==> config.mk <==
export PLATFORM = sky130hd
export DESIGN_NAME = core_mdu
export DESIGN_NICKNAME = d
export VERILOG_FILES = /design/src/rtl/core_mdu.sv
export SDC_FILE = /design/constraint.sdc
export NUM_CORES = 1
export LEC_CHECK = 0
export CAP_MARGIN = 0
export CORE_MARGIN = 4
export CORE_UTILIZATION = 61
export DETAILED_ROUTE_END_ITERATION = 6
export HOLD_SLACK_MARGIN = 0.03
export PLACE_DENSITY = 0.81
export SKIP_CTS_REPAIR_TIMING = 1
export SLEW_MARGIN = 20
export SYNTH_ARGS = -nofsm -noshare
export SYNTH_HDL_FRONTEND = slang
export SYNTH_SLANG_ARGS = --single-unit
==> constraint.sdc <==
create_clock -name clk -period 7.6 [get_ports clk]
set_clock_uncertainty 0.05 [all_clocks]
set_input_delay 1.52 -clock clk [delete_from_list [all_inputs] [get_ports clk]]
set_output_delay 1.52 -clock clk [all_outputs]
set_load 0.03 [all_outputs]
==> src/rtl/core_mdu.sv <==
// core_mdu: iterative RV32M multiply/divide unit for the execute stage.
//
// Multiply is radix-2 shift-add over a 2*XLEN product register; divide is
// restoring shift-subtract. Both work on operand magnitudes and apply the
// sign correction in a single FIX cycle. Divide-by-zero and signed overflow
// bypass the iteration and finish the cycle after accept.
//
// Ports
//   clk        clock, rising edge
//   rst_n      asynchronous active-low reset
//   start_in   request, sampled only in IDLE
//   func_in    funct3: 0 MUL 1 MULH 2 MULHSU 3 MULHU 4 DIV 5 DIVU 6 REM 7 REMU
//   opnum1_in  rs1: multiplicand / dividend
//   opnum2_in  rs2: multiplier / divisor
//   flush_in   abort to IDLE, no done pulse, res_out kept
//   busy_out   high whenever not IDLE
//   done_out   one-cycle pulse, res_out valid
//   res_out    result, held until the next done
//
// state | meaning
// ------+-----------------------------------------------------------
// IDLE  | waiting for start_in
// CALC  | one multiplier / quotient bit per edge, XLEN edges
// FIX   | sign correction and result select into res_out
// DONE  | done_out pulse, back to IDLE next edge

module core_mdu #(
  parameter int XLEN = 32
) (
  input  logic            clk,
  input  logic            rst_n,
  input  logic            start_in,
  input  logic [2:0]      func_in,
  input  logic [XLEN-1:0] opnum1_in,
  input  logic [XLEN-1:0] opnum2_in,
  input  logic            flush_in,
  output logic            busy_out,
  output logic            done_out,
  output logic [XLEN-1:0] res_out
);

  localparam int CNT_W = $clog2(XLEN) + 1;
  localparam logic [CNT_W-1:0] CNT_LAST = CNT_W'(XLEN - 1);

  typedef enum logic [1:0] {
    S_IDLE = 2'd0,
    S_CALC = 2'd1,
    S_FIX  = 2'd2,
    S_DONE = 2'd3
  } state_t;

  state_t state_q, state_d;

  logic [2:0]        func_q;
  logic              neg_res_q;
  logic              neg_rem_q;
  logic [XLEN-1:0]   mag1_q;
  logic [XLEN-1:0]   mag2_q;
  logic [2*XLEN-1:0] prod_q;
  logic [CNT_W-1:0]  cnt_q;
  logic [XLEN-1:0]   res_q;

  // Request decode
  logic            is_div_in;
  logic            sgn1_in;
  logic            sgn2_in;
  logic            neg1_in;
  logic            neg2_in;
  logic [XLEN-1:0] mag1_in;
  logic [XLEN-1:0] mag2_in;
  logic            div_zero_in;
  logic            div_ovf_in;
  logic            fast_in;
  logic [XLEN-1:0] fast_res_in;
  logic            accept;

  always_comb begin
    is_div_in = func_in[2];
    // rs1 signed for MULH, MULHSU, DIV, REM; rs2 signed for MULH, DIV, REM
    sgn1_in = (func_in == 3'd1) || (func_in == 3'd2) ||
              (func_in == 3'd4) || (func_in == 3'd6);
    sgn2_in = (func_in == 3'd1) || (func_in == 3'd4) || (func_in == 3'd6);
    neg1_in = sgn1_in & opnum1_in[XLEN-1];
    neg2_in = sgn2_in & opnum2_in[XLEN-1];
    mag1_in = neg1_in ? (~opnum1_in + 1'b1) : opnum1_in;
    mag2_in = neg2_in ? (~opnum2_in + 1'b1) : opnum2_in;

    div_zero_in = (opnum2_in == '0);
    div_ovf_in  = is_div_in && !func_in[0] &&
                  (opnum1_in == {1'b1, {(XLEN-1){1'b0}}}) &&
                  (opnum2_in == '1);
    fast_in = is_div_in && (div_zero_in || div_ovf_in);

    // func_in[1] selects remainder among the divide ops
    if (div_zero_in) begin
      fast_res_in = func_in[1] ? opnum1_in : '1;
    end else begin
      fast_res_in = func_in[1] ? '0 : opnum1_in;
    end

    accept = (state_q == S_IDLE) && start_in && !flush_in;
  end

  // Iteration step
  logic [XLEN:0]     mul_sum;
  logic [2*XLEN-1:0] mul_next;
  logic [XLEN:0]     div_part;
  logic [XLEN:0]     div_diff;
  logic [2*XLEN-1:0] div_next;

  always_comb begin
    // Multiply: upper half accumulates, lower half shifts the multiplier out
    mul_sum  = {1'b0, prod_q[2*XLEN-1:XLEN]} + {1'b0, mag1_q};
    mul_next = prod_q[0] ? {mul_sum, prod_q[XLEN-1:1]}
                         : {1'b0, prod_q[2*XLEN-1:1]};
    // Divide: upper half is the partial remainder, lower half shifts the
    // dividend out and the quotient bits in
    div_part = prod_q[2*XLEN-1:XLEN-1];
    div_diff = div_part - {1'b0, mag2_q};
    div_next = div_diff[XLEN] ? {prod_q[2*XLEN-2:0], 1'b0}
                              : {div_diff[XLEN-1:0], prod_q[XLEN-2:0], 1'b1};
  end

  // Sign correction and result select
  logic [2*XLEN-1:0] prod_fix;
  logic [XLEN-1:0]   quo_fix;
  logic [XLEN-1:0]   rem_fix;
  logic [XLEN-1:0]   fix_res;

  always_comb begin
    prod_fix = neg_res_q ? (~prod_q + 1'b1) : prod_q;
    quo_fix  = neg_res_q ? (~prod_q[XLEN-1:0] + 1'b1) : prod_q[XLEN-1:0];
    rem_fix  = neg_rem_q ? (~prod_q[2*XLEN-1:XLEN] + 1'b1)
                         : prod_q[2*XLEN-1:XLEN];
    if (func_q[2]) begin
      fix_res = func_q[1] ? rem_fix : quo_fix;
    end else begin
      fix_res = (func_q[1:0] == 2'd0) ? prod_fix[XLEN-1:0]
                                      : prod_fix[2*XLEN-1:XLEN];
    end
  end

  // FSM
  always_ff @(posedge clk or negedge rst_n) begin
    if (!rst_n) begin
      state_q <= S_IDLE;
    end else begin
      state_q <= state_d;
    end
  end

  always_comb begin
    state_d  = state_q;
    busy_out = (state_q != S_IDLE);
    done_out = (state_q == S_DONE) && !flush_in;
    case (state_q)
      S_IDLE: if (accept) state_d = fast_in ? S_DONE : S_CALC;
      S_CALC: if (cnt_q == CNT_LAST) state_d = S_FIX;
      S_FIX:  state_d = S_DONE;
      S_DONE: state_d = S_IDLE;
      default: state_d = S_IDLE;
    endcase
    if (flush_in) state_d = S_IDLE;
  end

  // Datapath
  always_ff @(posedge clk or negedge rst_n) begin
    if (!rst_n) begin
      func_q    <= '0;
      neg_res_q <= 1'b0;
      neg_rem_q <= 1'b0;
      mag1_q    <= '0;
      mag2_q    <= '0;
      prod_q    <= '0;
      cnt_q     <= '0;
      res_q     <= '0;
    end else if (!flush_in) begin
      if (accept) begin
        func_q    <= func_in;
        neg_res_q <= neg1_in ^ neg2_in;
        neg_rem_q <= neg1_in;
        mag1_q    <= mag1_in;
        mag2_q    <= mag2_in;
        cnt_q     <= '0;
        prod_q    <= is_div_in ? {{XLEN{1'b0}}, mag1_in} : {{XLEN{1'b0}}, mag2_in};
        if (fast_in) res_q <= fast_res_in;
      end else if (state_q == S_CALC) begin
        cnt_q  <= cnt_q + 1'b1;
        prod_q <= func_q[2] ? div_next : mul_next;
      end else if (state_q == S_FIX) begin
        res_q <= fix_res;
      end
    end
  end

  assign res_out = res_q;

endmodule
Yosys cells after proc, flatten, opt, wreduce, memory -nomap -nowiden

Index checks and enable logic that the tools add are counted.
Widths: inputs -> output; s select.

Eq/ne operators: 14
Multiplexer cells: 28
Bitwise operators: 9
Reductions and logical operators: 25
$add $sub $neg: 8

Operators by type and width:

| cell                  | count |
|---|---|
| $mux 32               | 15 |
| $mux 64               | 6 |
| $add 32x1->32 const B | 4 |
| $not 32->32           | 4 |
| $add 64x1->64 const B | 1 |
| $eq 32x32->1 const B  | 2 |
| $not 64->64           | 1 |
| $add 32x32->33        | 1 |
| $sub 33x32->33        | 1 |
| $logic_not 32->1      | 1 |
| $mux 6                | 2 |
| $mux 2                | 4 |
| $pmux 2 s4            | 1 |
| $logic_and 1x1->1     | 7 |
| $add 6x1->6 const B   | 1 |
| $eq 3x3->1 const B    | 2 |
| $eq 6x5->1 const B    | 1 |
| $logic_or 1x1->1      | 6 |
| $ne 3x3->1 const B    | 2 |
| $reduce_and 2->1      | 3 |
| $reduce_bool 2->1     | 3 |
| $eq 2x2->1 const B    | 2 |
| $logic_not 2->1       | 2 |
| $ne 2x2->1 const B    | 2 |
| other kinds (8)       | 10 |

Register bits: 173
Output and inout port bits: 34
Logic and storage cells: 93
Input port bits: 71

Logic depth before layout (Yosys ltp)

Gate-level depths: netlist (run 1).

Depth in word-level cells: 10
Depth in mapped cells: 15
Mapped depth without buffers: 12

Worst setup path before layout (run 1)

No wires, ideal clock.

Path kind: input-to-reg
Start point: input port opnum2_in[17]
End point: register res_q[28], in the netlist res_out[28]
Data required time: 7.419 ns
Slack: 3.452 ns
Stages on the path: 10
Path buffers: 1
Arrival: 3.967 ns
Setup time: 0.131 ns
Path through: or4_1 > or4_1 > nor3_1 > and2_1 > nand2_1 > o21ai_1 > a31oi_1 > clkbuf_1 > a2111oi_1 > nor2_1

Longest elaborated chain between the ends: 6
Elaborated cells between the ends (all ways): 10
Classes of those cells: 2 x eq/ne; 3 x mux; 5 x reduce/logical

RTL lines:

| what                       | line | text |
|---|---|---|
| from (decl)                | 35   | `input logic [XLEN-1:0] opnum2_in,` |
| $eq 32x32->1               | 91   | `(opnum2_in == '1);` |
| $logic_and 1x1->1          | 90   | `(opnum1_in == {1'b1, {(XLEN-1){1'b0}}}) &&` |
| $logic_or 1x1->1           | 92   | `fast_in = is_div_in && (div_zero_in \|\| div_ovf_in);` |
| $logic_and 1x1->1          | 92   |  |
| $ne 2x2->1 (no line)       | --   |  |
| $reduce_and 4->1 (no line) | --   |  |
| to (signal assigned)       | 186  | `if (fast_in) res_q <= fast_res_in;` |
| to (signal assigned)       | 191  | `res_q <= fix_res;` |
| to (decl)                  | 61   | `logic [XLEN-1:0] res_q;` |

Several ways; a longest one is shown, not always the timed one. The select of a mux whose other input is x is not followed.
A chain may end at the register's enable or synchronous reset.

Final worst setup path (run 1)

Start point: input port opnum1_in[3]
End point: register res_q[9], in the netlist res_out[9]

Longest elaborated chain between the ends: 7

RTL lines:

| what                       | line | text |
|---|---|---|
| from (decl)                | 34   | `input logic [XLEN-1:0] opnum1_in,` |
| $eq 32x32->1               | 90   |  |
| $logic_and 1x1->1          | 89   | `div_ovf_in = is_div_in && !func_in[0] &&` |
| $logic_and 1x1->1          | 90   |  |
| $logic_or 1x1->1           | 92   |  |
| $logic_and 1x1->1          | 92   |  |
| $ne 2x2->1 (no line)       | --   |  |
| $reduce_and 4->1 (no line) | --   |  |

Every way passes these cells.

==> impl_metrics.ini, run 1 <==
[die]
dieWidth_um = 173
chipHeight_um = 173
initial_utilization_pct = 61.8
rows = 60
core_um2 = 26900
die_area_um2 = 29900
ioPinCount = 105

[route]
wl_per_cell_um = 25.3
finalWirelength_mm = 62.9
drt-initial-drc-count = 2547
dr.pass1.iters = 6
drcViolationCount = 0
drt-vias-per-instance = 6.97
drtAntennaViolNets = 0
vias = 17400

[pwr]
pwr-share-clk_pct = 9.6
power_switching_w = 0.00516
power.density_nw_per_um2 = 512
cell_internal_pwr_w = 0.00421
swShare_pct = 55.1
pwr-share-seq_pct = 21.4
vdd_drop_max_mv = 0.463
power_frac_comb_pct = 68.9
p_leak_nw = 7.66

[clock_network]
cts.clk_slew.worst_paths_ns = 0.08
cts_inserted_buffers = 17
cts_root_buf = clkbuf_16
clock_path_buffers = 2
htreeDepth = 4
clkLatencyLatePin_ns = 0.45
cts_tree = built
clock_sinks = 173

[logic_synthesis]
yosys_register_bits = 173
syn-instance-count = 2144
ys_types = 84
yosysMostFrequentCell = nand2_1
synth_top_flop_cell = dfrtp_1
synth_common_cells = nand2_1, o21ai_0, dfrtp_1
synth.avg_cell_area_um2 = 7.75
yosysSeqAreaShare_pct = 26.1
async_flop_share_pct = 100
synth_top_cell_area_share_pct = 26.1
synth_warnings = 0
yosysTopAreaCell = dfrtp_1
synth_edf_count = 0
synth_fp_nets = 2293
ys_top_cells_by_area = dfrtp_1, nand2_1, o21ai_0
synth_area_um2 = 16600

[grt]
grt_most_used_layer = met2
first_global_vias = 16000
grt.total_usage_pct = 40.4
grt_max_degree = 86
gr-total-overflow = 0
met1_usage_pct = 55.7
antenna_found_initial = 0
grt_pass1_wl_mm = 95.0
use_met2_pct = 60.4
global_route.usage.met3_pct = 9.18

[sta]
rsz0062_at_grt = no
drv_slew = 0
hold_violations = 0
finalWorstSetupSlack_ns = 2.14
hold_slack_ns = 0.431
fmax_mhz = 183
fin_setup_tns_ns = 0
post-route-min-period_ns = 5.46
max_slew_margin_pct = 20.1
period_share_pct = 71.9
final-setup-viol-count = 0
tightest_slew_ns = 1.19

[cells_and_area]
drive_above_1_share_pct = 5.96
syn_to_final_growth_pct = 10.1
antenna_cells = 0
fin_util_pct = 68.1
num-nets-final = 2284
finalNonFillerCells = 2489

[place]
routabilityCongestion = 1.04
post-place-cells = 2457
pre_cts_ws_ns = 1.87
dp_hpwl_mm = 47.6
port_buffers = 104

[critical_path]
critical_path_required_ns = 7.89
crit_type = in2reg
cp_max_fo = 28
start_kind = input port
cp.arrival_ns = 5.75
critPathCaptureType = flip-flop

[run_status]
outcome = finished clean

[hold_path]
hold_path_class = reg2reg

[run]
cap_violations = 0
## sequential cells by signal, indices dropped and copies added, names as in the netlist
name,cells
prod_q,64
mag1_q,32
mag2_q,32
res_out,32
cnt_q,6
func_q,3
state_q,2
neg_rem_q,1
neg_res_q,1
## layout make-up
cell class	instances	area, µm²
Fill cell	2314	8570
Clock inverter	15	159
Clock buffer	17	425
Tap cell	341	427
Inverter	65	244
Sequential cell	173	4330
Timing Repair Buffer	135	1270
Multi-Input combinational cell	1743	11400
## critical path, cell delays in order
cell and delay (ns):
clkdlybuf4s50_1 0.52, nor4_1 0.75, nand3b_1 0.22, nand2b_1 0.33, nor3_1 0.64, nand2_1 0.32
o21ai_1 0.42, a31o_2 0.62, mux2_2 0.41
## worst paths after layout
kind / cells after the start / to / slack, ns / from
setup / recovery: 9 / res_out[9]$_DFFE_PN0P_ / 2.14 / opnum1_in[3]
hold / removal: 2 / mag2_q[5]$_DFFE_PN0P_ / 0.43 / mag2_q[5]$_DFFE_PN0P_
setup reg to reg: 11 / res_out[22]$_DFFE_PN0P_ / 3.31 / prod_q[32]$_DFFE_PN0P_
hold reg to reg: 2 / mag2_q[5]$_DFFE_PN0P_ / 0.43 / mag2_q[5]$_DFFE_PN0P_
max in group asynchronous: 2 / neg_res_q$_DFFE_PN0P_ / 5.15 / rst_n
min in group asynchronous: 1 / res_out[27]$_DFFE_PN0P_ / 1.09 / rst_n
## cell usage in the layout (no fill, tap or decap), drive strengths merged, types with 7 or more instances in the layout
master,n
and2,8
o21ai,200
nor2,165
nand2,266
a2111oi,8
nand4,25
a21oi,149
clkbuf,17
o21bai,11
nand2b,33
nor4,23
nand3,42
o41ai,13
xnor2,98
a211oi,30
a31oi,29
o211ai,28
mux2i,66
a221o,10
nor3,40
dfrtp,173
or2,9
a21o,30
buf,33
o22ai,18
or3,17
xor2,105
a221oi,10
and3,9
or4,23
clkdlybuf4s50,102
maj3,26
o31ai,32
mux2,18
ha,76
inv,71
a31o,7
a22oi,8
o221ai,20
nor2b,20
## metal layers
layer	vias up	part of all wire [%]
li1	7746	-
met1	8211	40
met2	1173	43
met3	225	12
met4	0	5.6
met5	-	0
## power groups by stage
stage	logic [W]	clock network, W	registers (W)
2_1_floorplan	0.00463	0	0.00176
3_3_place_gp	0.00613	0	0.00197
3_5_place_dp	0.00623	0	0.00199
4_1_cts	0.00627	0.000903	0.00197
5_1_grt	0.00694	0.000939	0.00204
6_report	0.00646	0.000904	0.00201
## through the flow
| stage | instance area, µm² | total power (W) |
|---|---|---|
| after floorplan | 16600 | 0.00639 |
| after global placement | 17700 | 0.00810 |
| after detailed placement | 17700 | 0.00821 |
| after CTS | 18300 | 0.00914 |
| after global routing | 18300 | 0.00992 |
| final | 18300 | 0.00937 |
## cell families after synthesis
family                   after synthesis  synth area share (%)
AO/OA/AOI/OAI                        651                  25.3
XOR/XNOR                             203                  10.7
adder cells (fa/ha/maj)              104                  7.53
buffers and inverters                228                  5.28
flip-flops                           173                  26.1
multiplexers                          84                  5.20
AND/OR/NAND/NOR                      701                  19.9
No activity file was read; power rests on OpenSTA's default activity.
==> run 2: changes to the inputs <==
CORE_UTILIZATION = 56   (was 61)
PLACE_DENSITY = 0.78   (was 0.81)
clock period = 4.42 ns   (was 7.6 ns; I/O delays follow)
==> impl_metrics.ini, run 2 (same netlist as run 1, synthesis figures left out) <==
[cells_and_area]
num-fill-cells = 2555
num-nets-final = 2345
largest_reg_flops = 64
largest_register = prod_q
fin_area_um2 = 18800
layout_common_cells = nand2_1, o21ai_0, dfrtp_1
drive_above_1_share_pct = 8.47
final_common_cell = nand2_1
antenna_cells = 0
syn_to_final_growth_pct = 13.3

[critical_path]
critical_path_required_ns = 4.68
rr_endpoint = prod_q[58]$_DFFE_PN0P_
crit_chain = ha_1 -> and2_1 -> nand3_1 -> a2111o_1 -> a31oi_1 -> a41oi_1 -> o21ba_2 -> xnor2_1 -> a222oi_1 -> o211ai_1
cp.arrival_ns = 4.28
cp_slowest_cell = dfrtp_1
regToRegStartpoint = prod_q[35]$_DFFE_PN0P_
cp_max_fo = 11
timing.reg2reg.setup_slack_ns = 0.40
start_kind = flip-flop
critPathCaptureType = flip-flop
max_stage_delay_ns = 0.61
crit_type = reg2reg
rr_worst_depth = 10

[place]
routabilityCongestion = 1.05
dp_hpwl_mm = 51.2
pre_cts_ws_ns = 0.0842
port_buffers = 104
dpl_cell_area_um2 = 18300

[run]
cap_violations = 0

[sta]
fmax_mhz = 249
drv_slew = 0
tightest_slew_ns = 1.16
final-setup-viol-count = 0
max_slew_margin_pct = 22.9
rsz0062_at_grt = no
fin_setup_tns_ns = 0
post-route-min-period_ns = 4.02
finalWorstSetupSlack_ns = 0.396
hold_violations = 0
period_share_pct = 91.0

[grt]
grt_pass1_wl_mm = 102
grt_max_degree = 96
first_global_vias = 16500
grt.total_usage_pct = 39.9
antenna_found_initial = 0
gr-total-overflow = 0

[clock_network]
cts_tree = built
clock_sinks = 173
cts.clk_slew.worst_paths_ns = 0.08
cts_inserted_buffers = 17
clkLatencyLatePin_ns = 0.44
htreeDepth = 4
cts_root_buf = clkbuf_16
clock_path_buffers = 2

[die]
initial_utilization_pct = 57.3
dieWidth_um = 180
rows = 62
ioPinCount = 105
chipHeight_um = 180
die_area_um2 = 32500
core_um2 = 29000

[route]
dr.pass1.iters = 7
drt-initial-drc-count = 2554
drt-vias-per-instance = 6.82
wl_per_cell_um = 25.7
finalWirelength_mm = 66.7
drcViolationCount = 0
drtAntennaViolNets = 0
vias = 17700

[pwr]
total_power_w = 0.0165
p_leak_nw = 7.96
power.density_nw_per_um2 = 876
vdd_drop_max_mv = 0.448

[hold_path]
hold_path_class = in2async

[run_status]
outcome = finished clean
[run 2: cell count changes in the layout (fill, tap and decap cells not counted), sizes merged]
| cell | change |
|---|---|
| clkinv | -4 |
| buf | +61 |
| clkinvlp | +1 |
| clkbuf | +1 |
| bufinv | -1 |
| inv | +3 |
[run 2: layer usage]
metal | share of wire (%) | GRT usage [%]
met5 | 0 | 0
met4 | 5.6 | 18.0
met2 | 42 | 58.8
met1 | 40 | 56.1
met3 | 12 | 9.00
[run 2: power breakdown]
| part | total (W) | switching (W) | internal [W] | leakage [nW] |
|---|---|---|---|---|
| clock | 0.00151 | 0.000765 | 0.000743 | 0.264 |
| sequential | 0.00346 | 0.00116 | 0.00229 | 2.19 |
| combinational | 0.0115 | 0.00716 | 0.00436 | 5.51 |
| total | 0.0165 | 0.00909 | 0.00740 | 7.96 |
[run 2: how the worst max path moves through the flow]
stage / start / to / cells past startpoint
2_1_floorplan: prod_q[0]$_DFFE_PN0P_ / res_out[28]$_DFFE_PN0P_ / 12
3_3_place_gp: opnum2_in[15] / res_out[2]$_DFFE_PN0P_ / 11
3_5_place_dp: opnum1_in[3] / res_out[2]$_DFFE_PN0P_ / 11
4_1_cts: opnum1_in[3] / res_out[2]$_DFFE_PN0P_ / 11
5_1_grt: opnum1_in[3] / res_out[2]$_DFFE_PN0P_ / 11
6_report: prod_q[35]$_DFFE_PN0P_ / prod_q[58]$_DFFE_PN0P_ / 10
[run 2: worst max-delay path, delay by kind of cell, from the launching register on]
| family | cells | cell delay (ns) |
|---|---|---|
| AO/OA/AOI/OAI | 6 | 2.30 |
| flip-flops | 1 | 0.61 |
| adder cells (fa/ha/maj) | 1 | 0.47 |
| AND/OR/NAND/NOR | 2 | 0.31 |
| XOR/XNOR | 1 | 0.14 |
[run 2: layout make-up]
cell class	instances	area (µm²)	area share (%)
multi-input cells	1743	11400	60.8
well taps	384	480	2.55
inverters	65	244	1.30
repair buffers	196	1780	9.44
clock inverters	14	123	0.651
flip-flops and latches	173	4330	23.0
clock buffers	18	429	2.28
[run 2: stage by stage]
stage	utilization [%]	cells	hold WS (ns)
global placement	63.0	2561	0.412
CTS	64.9	2593	0.422
detailed placement	63.0	2561	0.422
finish	64.9	2593	0.380
global route	64.9	2593	0.440
floorplan	-	2144	0.400
